[src/rtl/ysyx_23060191_ifu_pkg.sv]
// Shared definitions for the instruction fetch unit: widths, FSM encoding and bus constants.
package ysyx_23060191_ifu_pkg;

    localparam int unsigned CPU_WIDTH = 32;

    // Fetch FSM states (2-bit encoding)
    typedef enum logic [1:0] {
        StIdle = 2'd0,
        StAr   = 2'd1,
        StR    = 2'd2,
        StOut  = 2'd3
    } ifu_state_e;

    // addi x0, x0, 0 -- substituted for any instruction that must not execute
    localparam logic [31:0] INST_NOP  = 32'h0000_0013;
    localparam logic [1:0]  RESP_OKAY = 2'b00;

    // A fetch address is usable only when word aligned
    function automatic logic is_aligned(input logic [1:0] lsb);
        return lsb == 2'b00;
    endfunction

endpackage

[src/rtl/ysyx_23060191_ifu.sv]
// Instruction fetch unit: takes one PC per handshake, performs a single-beat AR/R read and
// hands a PC-tagged instruction (or a tagged error) to decode over valid/ready.
module ysyx_23060191_ifu
    import ysyx_23060191_ifu_pkg::*;
#(
    parameter int unsigned WIDTH = CPU_WIDTH
) (
    input  logic             clk,
    input  logic             rstn,
    // PC unit side
    input  logic [WIDTH-1:0] pc,
    input  logic             pc_valid,
    output logic             pc_ready,
    input  logic             flush,
    // Instruction memory read channel
    output logic [WIDTH-1:0] araddr,
    output logic             arvalid,
    input  logic             arready,
    input  logic [31:0]      rdata,
    input  logic [1:0]       rresp,
    input  logic             rvalid,
    output logic             rready,
    // Decode side
    output logic [31:0]      inst,
    output logic [WIDTH-1:0] inst_pc,
    output logic             fetch_err,
    output logic             inst_valid,
    input  logic             inst_ready
);

    ifu_state_e       state_q;
    logic             drop_q;
    logic [WIDTH-1:0] araddr_q;
    logic             arvalid_q;
    logic             rready_q;
    logic [31:0]      inst_q;
    logic [WIDTH-1:0] inst_pc_q;
    logic             fetch_err_q;
    logic             accept;

    // Handshake signals decoded from state; flush blocks both directions for that cycle
    always_comb begin
        pc_ready   = 1'b0;
        inst_valid = 1'b0;
        case (state_q)
            StIdle: pc_ready = ~flush;
            StOut: begin
                pc_ready   = inst_ready & ~flush;
                inst_valid = ~flush;
            end
            default: ;
        endcase
    end

    assign accept = pc_valid & pc_ready;

    // Fetch FSM with registered bus and decode outputs
    always_ff @(posedge clk or negedge rstn) begin
        if (!rstn) begin
            state_q     <= StIdle;
            drop_q      <= 1'b0;
            araddr_q    <= '0;
            arvalid_q   <= 1'b0;
            rready_q    <= 1'b0;
            inst_q      <= '0;
            inst_pc_q   <= '0;
            fetch_err_q <= 1'b0;
        end else if (accept) begin
            // Reached from IDLE or from the OUT fast path; both start a new fetch
            araddr_q  <= pc;
            inst_pc_q <= pc;
            if (is_aligned(pc[1:0])) begin
                state_q   <= StAr;
                arvalid_q <= 1'b1;
            end else begin
                // Misaligned: skip the bus and report straight to decode
                state_q     <= StOut;
                inst_q      <= INST_NOP;
                fetch_err_q <= 1'b1;
            end
        end else begin
            case (state_q)
                StIdle: drop_q <= 1'b0;
                StAr: begin
                    // The address phase must complete even when flushed
                    if (flush) drop_q <= 1'b1;
                    if (arready) begin
                        arvalid_q <= 1'b0;
                        rready_q  <= 1'b1;
                        state_q   <= StR;
                    end
                end
                StR: begin
                    if (flush) drop_q <= 1'b1;
                    if (rvalid) begin
                        rready_q <= 1'b0;
                        if (drop_q || flush) begin
                            state_q <= StIdle;
                            drop_q  <= 1'b0;
                        end else begin
                            inst_q      <= (rresp == RESP_OKAY) ? rdata : INST_NOP;
                            fetch_err_q <= (rresp != RESP_OKAY);
                            state_q     <= StOut;
                        end
                    end
                end
                StOut: begin
                    // Handshake with a new PC is handled by the accept branch above
                    if (flush || inst_ready) state_q <= StIdle;
                end
                default: state_q <= StIdle;
            endcase
        end
    end

    assign araddr    = araddr_q;
    assign arvalid   = arvalid_q;
    assign rready    = rready_q;
    assign inst      = inst_q;
    assign inst_pc   = inst_pc_q;
    assign fetch_err = fetch_err_q;

endmodule

[config.mk]
export PLATFORM = sky130hd
export DESIGN_NAME = ysyx_23060191_ifu
export DESIGN_NICKNAME = d
export VERILOG_FILES = /design/src/rtl/ysyx_23060191_ifu_pkg.sv /design/src/rtl/ysyx_23060191_ifu.sv
export SDC_FILE = /design/constraint.sdc
export NUM_CORES = 1
export LEC_CHECK = 0
export BUFFER_PORTS_ARGS = -buffer_cell sky130_fd_sc_hd__buf_2
export CAP_MARGIN = 15
export CORE_MARGIN = 2
export CORE_UTILIZATION = 40
export DETAILED_ROUTE_END_ITERATION = 8
export GPL_TIMING_DRIVEN = 0
export PLACE_DENSITY = 0.76
export SLEW_MARGIN = 10
export SYNTH_ARGS = -nofsm -noshare
export SYNTH_HDL_FRONTEND = slang
export SYNTH_SLANG_ARGS = --single-unit
[constraint.sdc]
create_clock -name clk -period 3.05 [get_ports clk]
set_input_delay 0 -clock clk [delete_from_list [all_inputs] [get_ports clk]]
set_output_delay 0 -clock clk [all_outputs]
set_load 0.01 [all_outputs]
==> run metrics, run 1 <==
syn nets 300; floorplan row count 31; Worst EP arrival slightly below 3 ns; DRC 0; # setup viols final 0; critical path class reg -> reg; Worst slew margin roughly three fifths; most common cell after layout, fill and taps aside buf_2; Cell Pwr Density approximately 900 nW/um^2; routed length per instance 14.5 um; Routed Antenna Nets 0; # resized after CTS 0; Initial DRC Count 70; Hold Crit Class in -> reg; area grow syn2layout 64.9%; largest net degree at the start of global routing 38; Pre-antenna DRT Iters 4; register area about 1800 um^2; final worst path period share between 80 and 90%; number of max-cap violations 0; Post-Syn Area approximately 3000 um^2; Avg Synthesized Cell Area 13.5 um^2; # clock sinks 70; Longest Clk Path Bufs 2; Via density between 4 and 5; Slew @ Worst Pin 0.580 ns; number of flops mapped to enable cells by yosys 0; Crit. End Element flop; final worst setup slack between 0.3 and 0.4 ns; I/O pins about 170; Initial Util between 40% and 50%; status complete, no violations; HP Start rresp[1]; Diodes inserted 0; clock latency on the worst-skew pair ~0.33 ns; I/O Buffers 173; dpl ws between 0.6 and 0.7 ns; asr flop ratio synth 100%; Peak VDD IR around 0.4 mV; Internal Power 3030 uW; Die Height just over 90 um; Multi-input gate area 886 um^2; first-pass GRT wire length approximately 14 mm; hpwl dp between 5 and 6 mm; crit-path max FO 10; commonest non-fill, non-tap cells in the layout buf_2 (176), dfrtp_1 (70), dlygate4sd3_1 (68); CP required 3.31 ns; Seq pwr share a little over a third; Tot Pwr between 4000 and 5000 uW; via count between 2000 and 3000; Synth cell types 28; maximum clock rate approximately 370 MHz; Fin. Hold Viols 0; r2r startpoint state_q[0]; vias in the first global route between 2000 and 3000; Synth Flop Type dfrtp_1; Final Critical Period roughly 2.7 ns; Non-Filler Instances around 580; sw frac roughly a third; Post-CTS Setup Bufs 0; Hold Path Depth 3; post-route clock skew ~0.0078 ns; Yosys reg bits 70; R2R Path End arvalid; Mapped Cells ~220; # nets final about 550; initial antenna violation count 0; synthesis warning total 0; Routed WL around 8.4 mm; Leakage Power between 0.002 and 0.003 uW; combinational power share a little under half; Die ar. 8190 um^2; Inserted Clock Buffers 9; GR Overflow Total 0; sequential share of the synthesized area between 50 and 60%; Global Route Usage Sum 21.0%; startpoint types flop; max-slew violation count 0; RSZ-0062 raised after global routing false; RD Place Congestion roughly 0.86; WHS Endpoint inst[27]; CTS tree done; Sum Neg Setup Slack 0 ns; CTS HTree Levels 3; CORE AREA 7250 um^2; Die W roughly 90 um; Clock power frac around 20%; clk slew on worst S/H paths roughly 0.070 ns; # placed instances approximately 500; Net Sw Power ~1500 uW; CTS Root Cell clkbuf_8; share of layout cells above drive strength 1 54.6%; R2R depth 8; fin util between 60 and 70%; # fillers approximately 520; reg-to-reg slack, setup ~0.34 ns
==> state kept, by name, summed over array words and instances, names as in the netlist <==
register / count
arvalid: 1
rready: 1
fetch_err: 1
inst_pc: 32
state_q: 2
inst: 32
drop_q: 1
==> layout make-up <==
class | count | area share (%)
flip-flops and latches | 70 | 35.5
inverters | 12 | 0.913
clock inverters | 5 | 2.16
clock buffers | 11 | 2.87
well taps | 99 | 2.51
repair buffers | 242 | 31.8
plain buffers | 43 | 6.27
multi-input cells | 97 | 18.0
==> power by group through the flow <==
stage                     logic (uW)  clock network (uW)  registers [uW]
after global placement          1930                   0            1570
final                           2070                 896            1590
after global routing            2230                 973            1640
after CTS                       2060                 928            1580
after floorplan                 1020                   0            1740
after detailed placement        1990                   0            1590
==> worst max-delay path, cell delays in order, from the launching register on <==
cell,delay (ns)
dfrtp_1,0.40
inv_1,0.10
ha_1,0.34
or4b_1,0.51
buf_2,0.19
clkbuf_1,0.26
nand3_1,0.15
a32o_1,0.13
dlygate4sd3_1,0.55
==> Yosys cell counts (2+ instances only) <==
cell type / count / area (um^2)
a21oi_1: 5 / 25.0
a22o_1: 29 / 254
a22oi_1: 3 / 22.5
a31oi_1: 3 / 18.8
buf_2: 4 / 20.0
buf_4: 32 / 240
buf_6: 3 / 33.8
clkbuf_1: 4 / 15.0
dfrtp_1: 70 / 1750
ha_1: 5 / 62.6
inv_1: 12 / 45.0
mux2_2: 32 / 360
nand2_1: 2 / 7.51
nand3_1: 2 / 10.0
nor2b_1: 2 / 12.5
nor3_1: 2 / 10.0
==> kinds of logic after synthesis <==
group,count (synthesis),share of synthesized area (%)
fa+ha+maj,5,2.09
compound gates,45,12.0
mux,33,12.5
flops,70,58.6
simple gates,14,2.97
buf+inv,55,11.8
==> repair_timing <==
item                                    CTS  global route
hold endpoints to repair                136             0
endpoints found under the setup margin    0             0
hold buffers                             68             0
==> routing by layer <==
metal	global-route usage [%]	share of wire, %
met5	0	0
met1	24.3	40
met4	8.46	1.9
met2	37.3	52
met3	4.76	5.7
==> per-stage QoR <==
| step | hold slack (ns) | instance area [um^2] |
|---|---|---|
| after floorplan | -0.296 | 2990 |
| after global placement | 0.222 | 3980 |
| after detailed placement | -0.0275 | 4000 |
| after CTS | 0.0649 | 4930 |
| after global routing | 0.0721 | 4930 |
| final | 0.0891 | 4930 |
==> worst max path at each step <==
stage | startpoint | to | slack (ns) | depth (start not counted)
after floorplan | state_q[0] | inst[10] | 0.91 | 7
after global placement | state_q[0] | inst[4] | 0.66 | 7
after detailed placement | state_q[0] | inst[4] | 0.63 | 7
after CTS | state_q[0] | arvalid | 0.41 | 8
after global routing | state_q[1] | arvalid | 0.19 | 8
final | state_q[0] | arvalid | 0.34 | 8
Power figures use the tool's default switching activity.
==> run 2, diff against run 1 <==
--- a/config.mk
+++ b/config.mk
@@ -7,10 +7,10 @@
 export LEC_CHECK = 0
 export BUFFER_PORTS_ARGS = -buffer_cell sky130_fd_sc_hd__buf_2
 export CAP_MARGIN = 15
-export CORE_MARGIN = 2
 export CORE_UTILIZATION = 40
 export DETAILED_ROUTE_END_ITERATION = 8
 export GPL_TIMING_DRIVEN = 0
+export HOLD_SLACK_MARGIN = 0.08
 export PLACE_DENSITY = 0.76
 export SLEW_MARGIN = 10
 export SYNTH_ARGS = -nofsm -noshare
==> run 2 against run 1 <==
Final cell count increased by 0.86%. Critical path depth decreased by 1. Core utilization increased by 0.64 points. Hold slack improved by 0.032 ns. Sequential cell count unchanged. Via count increased by 1.1%. Sequential share of layout area decreased by 0.33 points. Clock-buffer cell count decreased by 2. Wire length increased by 2.0%. Critical endpoint is now inst[26]. Highest routed layer unchanged.
==> run metrics, run 2 (synthesis results as in run 1) <==
startpoint types flop; Peak VDD IR roughly 0.48 mV; Initial Util between 40 and 50%; number of max-cap violations 0; Initial DRC Count 58; Crit. End Element flop; first-pass GRT wire length between 10 and 15 mm; Fin. Hold Viols 0; Worst EP arrival 3.01 ns; Inserted Clock Buffers 9; # resized after CTS 0; hpwl dp ~5.3 mm; largest net degree at the start of global routing between 40 and 50; clk slew on worst S/H paths about 0.080 ns; met3 wire length around 530 um; commonest non-fill, non-tap cells in the layout buf_2 (176), dlygate4sd3_1 (73), dfrtp_1 (70); reg-to-reg slack, setup ~0.27 ns; Die W 88.5 um; r2r startpoint state_q[0]; most common cell after layout, fill and taps aside buf_2; met1 wire length between 3 and 4 mm; max layer used met4; Die ar. a little under 8000 um^2; final worst path period share around nine tenths; # nets final roughly 560; clock latency on the worst-skew pair 0.35 ns; CTS tree done; CTS HTree Levels 3; GR Overflow Total 0; routed length per instance roughly 15 um; Slew @ Worst Pin approximately 0.59 ns; CTS Hold Bufs 73; Cell Pwr Density 924 nW/um^2; R2R depth 7; Longest Clk Path Bufs 2; share of layout cells above drive strength 1 a little over half; RSZ-0062 raised after global routing false; CORE AREA between 7000 and 8000 um^2; Pre-antenna DRT Iters 4; Via density approximately 4.7; post-route clock skew approximately 0.012 ns; Hold Crit Class in -> async; met2 wire len between 4 and 5 mm; Min Hold Slack 0.122 ns; max-slew violation count 0; DRC 0; Global Route Usage Sum between 20% and 30%; Sum Neg Setup Slack 0 ns; Diodes inserted 0; R2R Path End inst[26]; Routed WL 8.54 mm; I/O Buffers between 150 and 200; status complete, no violations; Routed Antenna Nets 0; floorplan row count 31; # setup viols final 0; vias in the first global route around 2700; RD Place Congestion 0.835; via count between 2000 and 3000; Final Critical Period 2.78 ns; maximum clock rate 360 MHz; Die Height 88.5 um; Leakage Power roughly 0.0027 uW; initial antenna violation count 0; CTS Root Cell clkbuf_8; Post-CTS Setup Bufs 0; crit-path max FO 6; # fillers around 500; # clock sinks 70; Worst slew margin about three fifths; area grow syn2layout 66.4%; critical path class reg -> reg; I/O pins roughly 170; CP required roughly 3.3 ns
[run 2: cell types whose count changed in the layout (fill, tap and decap cells not counted)]
cell / previous run / this run
clkbuf_8: 10 / 9
inv_6: 0 / 1
clkinv_2: 0 / 1
dlygate4sd3_1: 68 / 73
clkbuf_1: 5 / 4
[run 2: routing by layer]
layer	vias up	track usage (%)
li1	1277	-
met1	1311	25.2
met2	115	39.2
met3	15	7.09
met4	0	6.74
met5	-	0
[run 2: critical path, cell delays in order, from the launching register on]
cell and delay (ns):
dfrtp_1 0.42, inv_1 0.10, ha_1 0.34, or4b_1 0.49, buf_2 0.19, mux2_4 0.37, a22o_1 0.19, dlygate4sd3_1 0.56
[run 2: worst max-delay path by stage]
stage | cells past startpoint | from | end | slack [ns]
global placement | 7 | state_q[0] | inst[1] | 0.58
finish | 7 | state_q[0] | inst[26] | 0.27
global route | 7 | state_q[0] | inst[26] | 0.15
CTS | 7 | state_q[0] | inst[26] | 0.30
floorplan | 7 | state_q[0] | inst[10] | 0.91
detailed placement | 7 | state_q[0] | inst[0] | 0.60
[run 2: per-stage QoR]
| stage | setup slack, ns | cell area, um^2 | utilization (%) | power (uW) | std cells |
|---|---|---|---|---|---|
| final | 0.271 | 4980 | 68.6 | 4600 | 584 |
| after global routing | 0.147 | 4980 | 68.6 | 4910 | 584 |
| after CTS | 0.301 | 4980 | 68.6 | 4590 | 584 |
| after detailed placement | 0.600 | 4000 | 55.2 | 3560 | 495 |
| after global placement | 0.578 | 3980 | 54.9 | 3490 | 494 |
| after floorplan | 0.905 | 2990 | - | 2760 | 222 |
[run 2: final cells by class]
class	count	area (um^2)	share of cell area [%]
clock inverters	7	120	2.41
well taps	99	124	2.49
multi-input cells	97	886	17.8
repair buffers	247	1620	32.5
flip-flops and latches	70	1750	35.2
clock buffers	9	124	2.49
plain buffers	43	309	6.21
inverters	12	45.0	0.905
[run 2: power breakdown]
group          internal [uW]  total [uW]  leakage (uW)  switching, uW
Combinational           1170        2100       0.00168            936
Sequential              1320        1580      0.000884            266
Clock                    546         917      0.000120            371
